[src/rtl/keypad_scanner.sv]
// Matrix keypad scanner: one-hot-low column drive, 2-flop row synchroniser,
// debounce/auto-repeat FSM and a single-entry valid/ready event register.
module keypad_scanner #(
    parameter int                   ROWS            = 4,
    parameter int                   COLS            = 4,
    parameter int                   SETTLE_CYCLES   = 4,
    parameter int                   DEBOUNCE_CYCLES = 16,
    parameter int                   REPEAT_CYCLES   = 0,
    parameter logic [ROWS*COLS-1:0] NUMERIC_MASK    = 16'h0777,
    localparam int                  KW              = $clog2(ROWS*COLS)
) (
    input  logic            clock,
    input  logic            reset,
    input  logic            enable,
    input  logic [ROWS-1:0] row_sense,
    output logic [COLS-1:0] col_drive,
    output logic            key_valid,
    input  logic            key_ready,
    output logic [KW-1:0]   key_code,
    output logic            key_numeric,
    output logic            key_repeat,
    output logic            overrun
);

    localparam int RW = $clog2(ROWS);
    localparam int CW = $clog2(COLS);
    localparam int DW = $clog2(SETTLE_CYCLES);
    localparam int NW = (DEBOUNCE_CYCLES > 1) ? $clog2(DEBOUNCE_CYCLES) : 1;
    localparam int PW = (REPEAT_CYCLES > 1) ? $clog2(REPEAT_CYCLES) : 1;
    localparam logic [COLS-1:0] ONE_COL = COLS'(1);

    typedef enum logic [1:0] {
        S_SCAN     = 2'd0,
        S_DEBOUNCE = 2'd1,
        S_HELD     = 2'd2,
        S_RELEASE  = 2'd3
    } state_t;

    state_t          state_q, state_d;
    logic [ROWS-1:0] rs_meta_q, rs_meta_d;
    logic [ROWS-1:0] rs_q, rs_d;
    logic            active_q, active_d;
    logic [CW-1:0]   c_q, c_d;
    logic [DW-1:0]   d_q, d_d;
    logic [NW-1:0]   n_q, n_d;
    logic [PW-1:0]   p_q, p_d;
    logic [RW-1:0]   r_q, r_d;

    logic [COLS-1:0] col_drive_q, col_drive_d;
    logic            key_valid_q, key_valid_d;
    logic [KW-1:0]   key_code_q, key_code_d;
    logic            key_numeric_q, key_numeric_d;
    logic            key_repeat_q, key_repeat_d;
    logic            overrun_q, overrun_d;

    logic            low_any;
    logic [RW-1:0]   low_idx;
    logic            row_hit;
    logic [CW-1:0]   c_next;
    logic [KW-1:0]   code_now;
    logic            emit;
    logic            emit_rep;

    always_ff @(posedge clock) begin
        if (reset) begin
            state_q       <= S_SCAN;
            rs_meta_q     <= '1;
            rs_q          <= '1;
            active_q      <= 1'b0;
            c_q           <= '0;
            d_q           <= '0;
            n_q           <= '0;
            p_q           <= '0;
            r_q           <= '0;
            col_drive_q   <= '1;
            key_valid_q   <= 1'b0;
            key_code_q    <= '0;
            key_numeric_q <= 1'b0;
            key_repeat_q  <= 1'b0;
            overrun_q     <= 1'b0;
        end else begin
            state_q       <= state_d;
            rs_meta_q     <= rs_meta_d;
            rs_q          <= rs_d;
            active_q      <= active_d;
            c_q           <= c_d;
            d_q           <= d_d;
            n_q           <= n_d;
            p_q           <= p_d;
            r_q           <= r_d;
            col_drive_q   <= col_drive_d;
            key_valid_q   <= key_valid_d;
            key_code_q    <= key_code_d;
            key_numeric_q <= key_numeric_d;
            key_repeat_q  <= key_repeat_d;
            overrun_q     <= overrun_d;
        end
    end

    // Lowest-index active-low row wins when several rows are down.
    always_comb begin
        low_any = ~&rs_q;
        low_idx = '0;
        for (int i = ROWS - 1; i >= 0; i--) begin
            if (!rs_q[i]) low_idx = RW'(i);
        end
    end

    assign row_hit  = !rs_q[r_q];
    assign c_next   = (c_q == CW'(COLS - 1)) ? '0 : c_q + 1'b1;
    assign code_now = KW'(r_q) * KW'(COLS) + KW'(c_q);

    // The first enabled cycle only turns the column on, so every column,
    // including column 0 after reset or enable, dwells a full SETTLE_CYCLES.
    always_comb begin
        rs_meta_d = row_sense;
        rs_d      = rs_meta_q;
        active_d  = enable;
        state_d   = state_q;
        c_d       = c_q;
        d_d       = d_q;
        n_d       = n_q;
        p_d       = p_q;
        r_d       = r_q;
        emit      = 1'b0;
        emit_rep  = 1'b0;
        if (!enable) begin
            state_d = S_SCAN;
            c_d     = '0;
            d_d     = '0;
            n_d     = '0;
            p_d     = '0;
        end else if (active_q) begin
            unique case (state_q)
                S_SCAN: begin
                    if (d_q == DW'(SETTLE_CYCLES - 1)) begin
                        d_d = '0;
                        if (low_any) begin
                            r_d     = low_idx;
                            n_d     = '0;
                            state_d = S_DEBOUNCE;
                        end else begin
                            c_d = c_next;
                        end
                    end else begin
                        d_d = d_q + 1'b1;
                    end
                end
                S_DEBOUNCE: begin
                    if (!row_hit) begin
                        state_d = S_SCAN;
                        d_d     = '0;
                    end else if (n_q == NW'(DEBOUNCE_CYCLES - 1)) begin
                        emit    = 1'b1;
                        p_d     = '0;
                        state_d = S_HELD;
                    end else begin
                        n_d = n_q + 1'b1;
                    end
                end
                S_HELD: begin
                    if (!row_hit) begin
                        n_d     = '0;
                        state_d = S_RELEASE;
                    end else if (REPEAT_CYCLES > 0) begin
                        if (p_q == PW'(REPEAT_CYCLES - 1)) begin
                            emit     = 1'b1;
                            emit_rep = 1'b1;
                            p_d      = '0;
                        end else begin
                            p_d = p_q + 1'b1;
                        end
                    end
                end
                S_RELEASE: begin
                    if (row_hit) begin
                        state_d = S_HELD;
                    end else if (n_q == NW'(DEBOUNCE_CYCLES - 1)) begin
                        state_d = S_SCAN;
                        c_d     = c_next;
                        d_d     = '0;
                    end else begin
                        n_d = n_q + 1'b1;
                    end
                end
                default: state_d = S_SCAN;
            endcase
        end
    end

    // A transfer and a new emit in the same cycle reload without a bubble.
    always_comb begin
        col_drive_d   = enable ? ~(ONE_COL << c_d) : '1;
        key_valid_d   = key_valid_q;
        key_code_d    = key_code_q;
        key_numeric_d = key_numeric_q;
        key_repeat_d  = key_repeat_q;
        overrun_d     = overrun_q;
        if (emit && (!key_valid_q || key_ready)) begin
            key_valid_d   = 1'b1;
            key_code_d    = code_now;
            key_numeric_d = NUMERIC_MASK[code_now];
            key_repeat_d  = emit_rep;
        end else begin
            if (emit) overrun_d = 1'b1;
            if (key_valid_q && key_ready) key_valid_d = 1'b0;
        end
    end

    assign col_drive   = col_drive_q;
    assign key_valid   = key_valid_q;
    assign key_code    = key_code_q;
    assign key_numeric = key_numeric_q;
    assign key_repeat  = key_repeat_q;
    assign overrun     = overrun_q;

endmodule

[config.mk]
export PLATFORM = sky130hd
export DESIGN_NAME = keypad_scanner
export DESIGN_NICKNAME = d
export VERILOG_FILES = /design/src/rtl/keypad_scanner.sv
export SDC_FILE = /design/constraint.sdc
export NUM_CORES = 1
export LEC_CHECK = 0
export ABC_AREA = 1
export CORE_UTILIZATION = 45
export DETAILED_ROUTE_END_ITERATION = 8
export PLACE_DENSITY = 0.69
export SLEW_MARGIN = 25
export SYNTH_ARGS = -nofsm -noshare
export SYNTH_HDL_FRONTEND = slang
export SYNTH_SLANG_ARGS = --single-unit
export TNS_END_PERCENT = 50
[constraint.sdc]
create_clock -name clock -period 2.02 [get_ports clock]
set_input_delay 0.404 -clock clock [delete_from_list [all_inputs] [get_ports clock]]
set_output_delay 0.404 -clock clock [all_outputs]
set_load 0.03 [all_outputs]
==> impl_metrics.tcl <==
set metrics [dict create \
    cts_setup_buffers 0 \
    startpoint_type "flip-flop" \
    cts_made_buffers 5 \
    routed_wl_um 2770 \
    placed_cells 268 \
    seqCellArea_um2 641 \
    hold_depth 1 \
    initial_core_util_pct 48.6 \
    grt_pass1_wl_um 4760 \
    hold_buffers 0 \
    rsz0062_at_grt "false" \
    path_buf_inv 1 \
    power.internal_w 0.000929 \
    synthToLayoutAreaGrowth_pct 20.2 \
    worstSetupPathType "flip-flop to flip-flop" \
    hp-start "rs_d[3]" \
    cts_buffer_depth 2 \
    vias 1324 \
    dp_hpwl_um 2080 \
    finalPower_w 0.00119 \
    drt_pass1_iterations 4 \
    power_frac_seq_pct 54.3 \
    rr_worst_depth 8 \
    hold_viol 0 \
    syn_area_um2 1520 \
    synthCells 207 \
    cp.required_ps 2250 \
    syn_avg_cell_area_um2 7.34 \
    critPathSlowestCell "dfxtp_1" \
    place_congestion 0.799 \
    switchingPower_w 0.000259 \
    viasPerCell 4.80 \
    fp.coreArea_um2 3130 \
    utilization_pct 58.4 \
    antenna_found_initial 0 \
    maxCapViolations 0 \
    syn-num-nets 222 \
    cts_tree "built" \
    min_to "rs_q[3]" \
    num_io_pins 20 \
    drt_drc_violations_left 0 \
    grt_overflow_total 0 \
    finalClockSkew_ps 12.8 \
    r2r_start "state_q[0]" \
    r2r_end "col_drive[1]" \
    power_density_nw_per_um2 650 \
    final.setup.worst_slack_ps 244 \
    slew_viol_final 0 \
    critPathCaptureType "flip-flop" \
    port_buffers 18 \
    die_area_um2 3610 \
    root_buffer "clkbuf_4" \
    min_period_ps 1780 \
    drive_above_1_share_pct 13.4 \
    clkSinkCount 32 \
    status "completed" \
    pre_cts_slack_ps 245 \
    leakage_nw 0.754 \
    switching_share_pct 21.8 \
    fmax_mhz 563 \
    cts_max_level 2 \
    yosys_warnings 0 \
    crit_path_max_incr_delay_ps 440 \
    clk_pin_slew_ps 100 \
    clk_latency_ps 340 \
    finalCritPeriodShare_pct 87.9 \
    worstPathCellList "inv_1, ha_1, nor2_1, nand3_1, a21oi_1, nand2_1, nor2_1, nand2_1" \
    stdcell_count 276 \
    grt_use_total_pct 17.7 \
    antennaDiodeCount 0 \
    die_x_um 60.1 \
    grt_pass1_vias 1154 \
    final_nets 246 \
    multi_input_area_um2 759 \
    num_rows 20 \
    drt_iter0_drc 43 \
    comb_power_share_pct 5.4 \
    path_delay_family "simple AND/OR/NAND/NOR gates" \
    cts_resized 0 \
    grt_start_max_net_pins 17 \
    pwr-share-clk_pct 40.3 \
    synthDistinctLibCells 26 \
    ys_ff_latch 32 \
    ir_drop_v 0.000358 \
    yosysSeqAreaShare_pct 42.1 \
    fillers 301 \
    min_path_type "flip-flop to flip-flop" \
    finalSetupViolCount 0 \
    r2r_setup_slack_ps 240 \
    antenna_left 0 \
    die_h_um 60.1 \
    wl_per_cell_um 10.0 \
    crit_fanout 6 \
    crit_arrival_ps 2000 \
    setup_tns_ps 0 \
]
[power by group through the flow]
stage                     combinational, W  clock (W)  sequential, W
after detailed placement         0.0000647          0       0.000660
after global placement           0.0000637          0       0.000659
after global routing             0.0000728   0.000521       0.000646
after floorplan                  0.0000362          0       0.000661
after CTS                        0.0000649   0.000486       0.000645
final                            0.0000646   0.000478       0.000645
[cells in the final DEF, fill, tap and decap left out]
cell type	instances
nand2_1	44
dfxtp_1	32
inv_1	24
nand3_1	20
nor2_1	20
a21oi_1	18
clkdlybuf4s50_1	18
or2_2	11
ha_1	7
o21ai_0	5
clkbuf_4	5
inv_2	3
nor3_1	3
nand3_2	2
nand2_4	2
o21a_1	2
o21ai_1	2
buf_4	2
and3_1	1
nor2_2	1
nor2_4	1
nand2_2	1
nor3_2	1
a21boi_1	1
nand4_1	1
a211oi_1	1
conb_1	1
clkbuf_1	1
clkinv_2	1
bufinv_16	1
[kinds of logic (layout without fill, tap and decap cells)]
group / Yosys count / count (layout) / synth area share [%]
compound gates: 29 / 29 / 10.2
fa+ha+maj: 7 / 7 / 5.76
buf+inv: 30 / 55 / 7.90
flops: 32 / 32 / 42.1
other cells: 1 / 1 / 0.247
simple gates: 108 / 108 / 33.7
[metal layers]
| layer | global-route usage, % | part of all wire [%] | vias up |
|---|---|---|---|
| li1 | - | - | 709 |
| met2 | 27.0 | 44 | 28 |
| met5 | 0 | 0 | - |
| met1 | 22.7 | 50 | 582 |
| met4 | 5.98 | 1.4 | 0 |
| met3 | 6.49 | 4.5 | 5 |
[Yosys cell counts, drive strengths merged]
cell,number,share of area (%)
nand2,47,13
dfxtp,32,42
inv,27,6.7
nand3,22,7.9
nor2,22,6.1
a21oi,18,5.9
or2,11,4.5
ha,7,5.8
o21ai,7,2.3
nor3,4,1.6
buf,2,0.99
o21a,2,0.99
a211oi,1,0.49
a21boi,1,0.49
and3,1,0.41
clkbuf,1,0.25
conb,1,0.25
nand4,1,0.41
[worst max path at each step]
stage               cells after the start            to        from  slack [ps]
finish                                  8  col_drive[1]  state_q[0]         240
global route                            8  col_drive[1]  state_q[0]          20
CTS                                     8  col_drive[1]  state_q[0]         250
detailed placement                      7   key_numeric      enable         240
global placement                        7   key_numeric      enable         250
floorplan                               8  col_drive[0]  state_q[0]         500
[through the flow]
step	hold WS [ps]	area [um2]
floorplan	389	1520
finish	415	1830
CTS	419	1830
global route	432	1830
detailed placement	394	1750
global placement	390	1750
[final cells by class]
class	count	share of cell area [%]
clock inverters	2	1.92
multi-input cells	145	41.5
well taps	44	3.01
inverters	27	5.54
flip-flops and latches	32	35.0
clock buffers	6	2.26
repair buffers	20	10.7
[sequential cells by signal, indices dropped and copies added, names as in the netlist, named ones only]
name         flops
r_q              2
key_code         4
col_drive        4
c_q              2
key_valid        1
key_numeric      1
state_q          1
active_q         1
rs_d             4
overrun          1
n_q              4
d_q              2
rs_q             4
No activity file was read; power rests on OpenSTA's default activity.
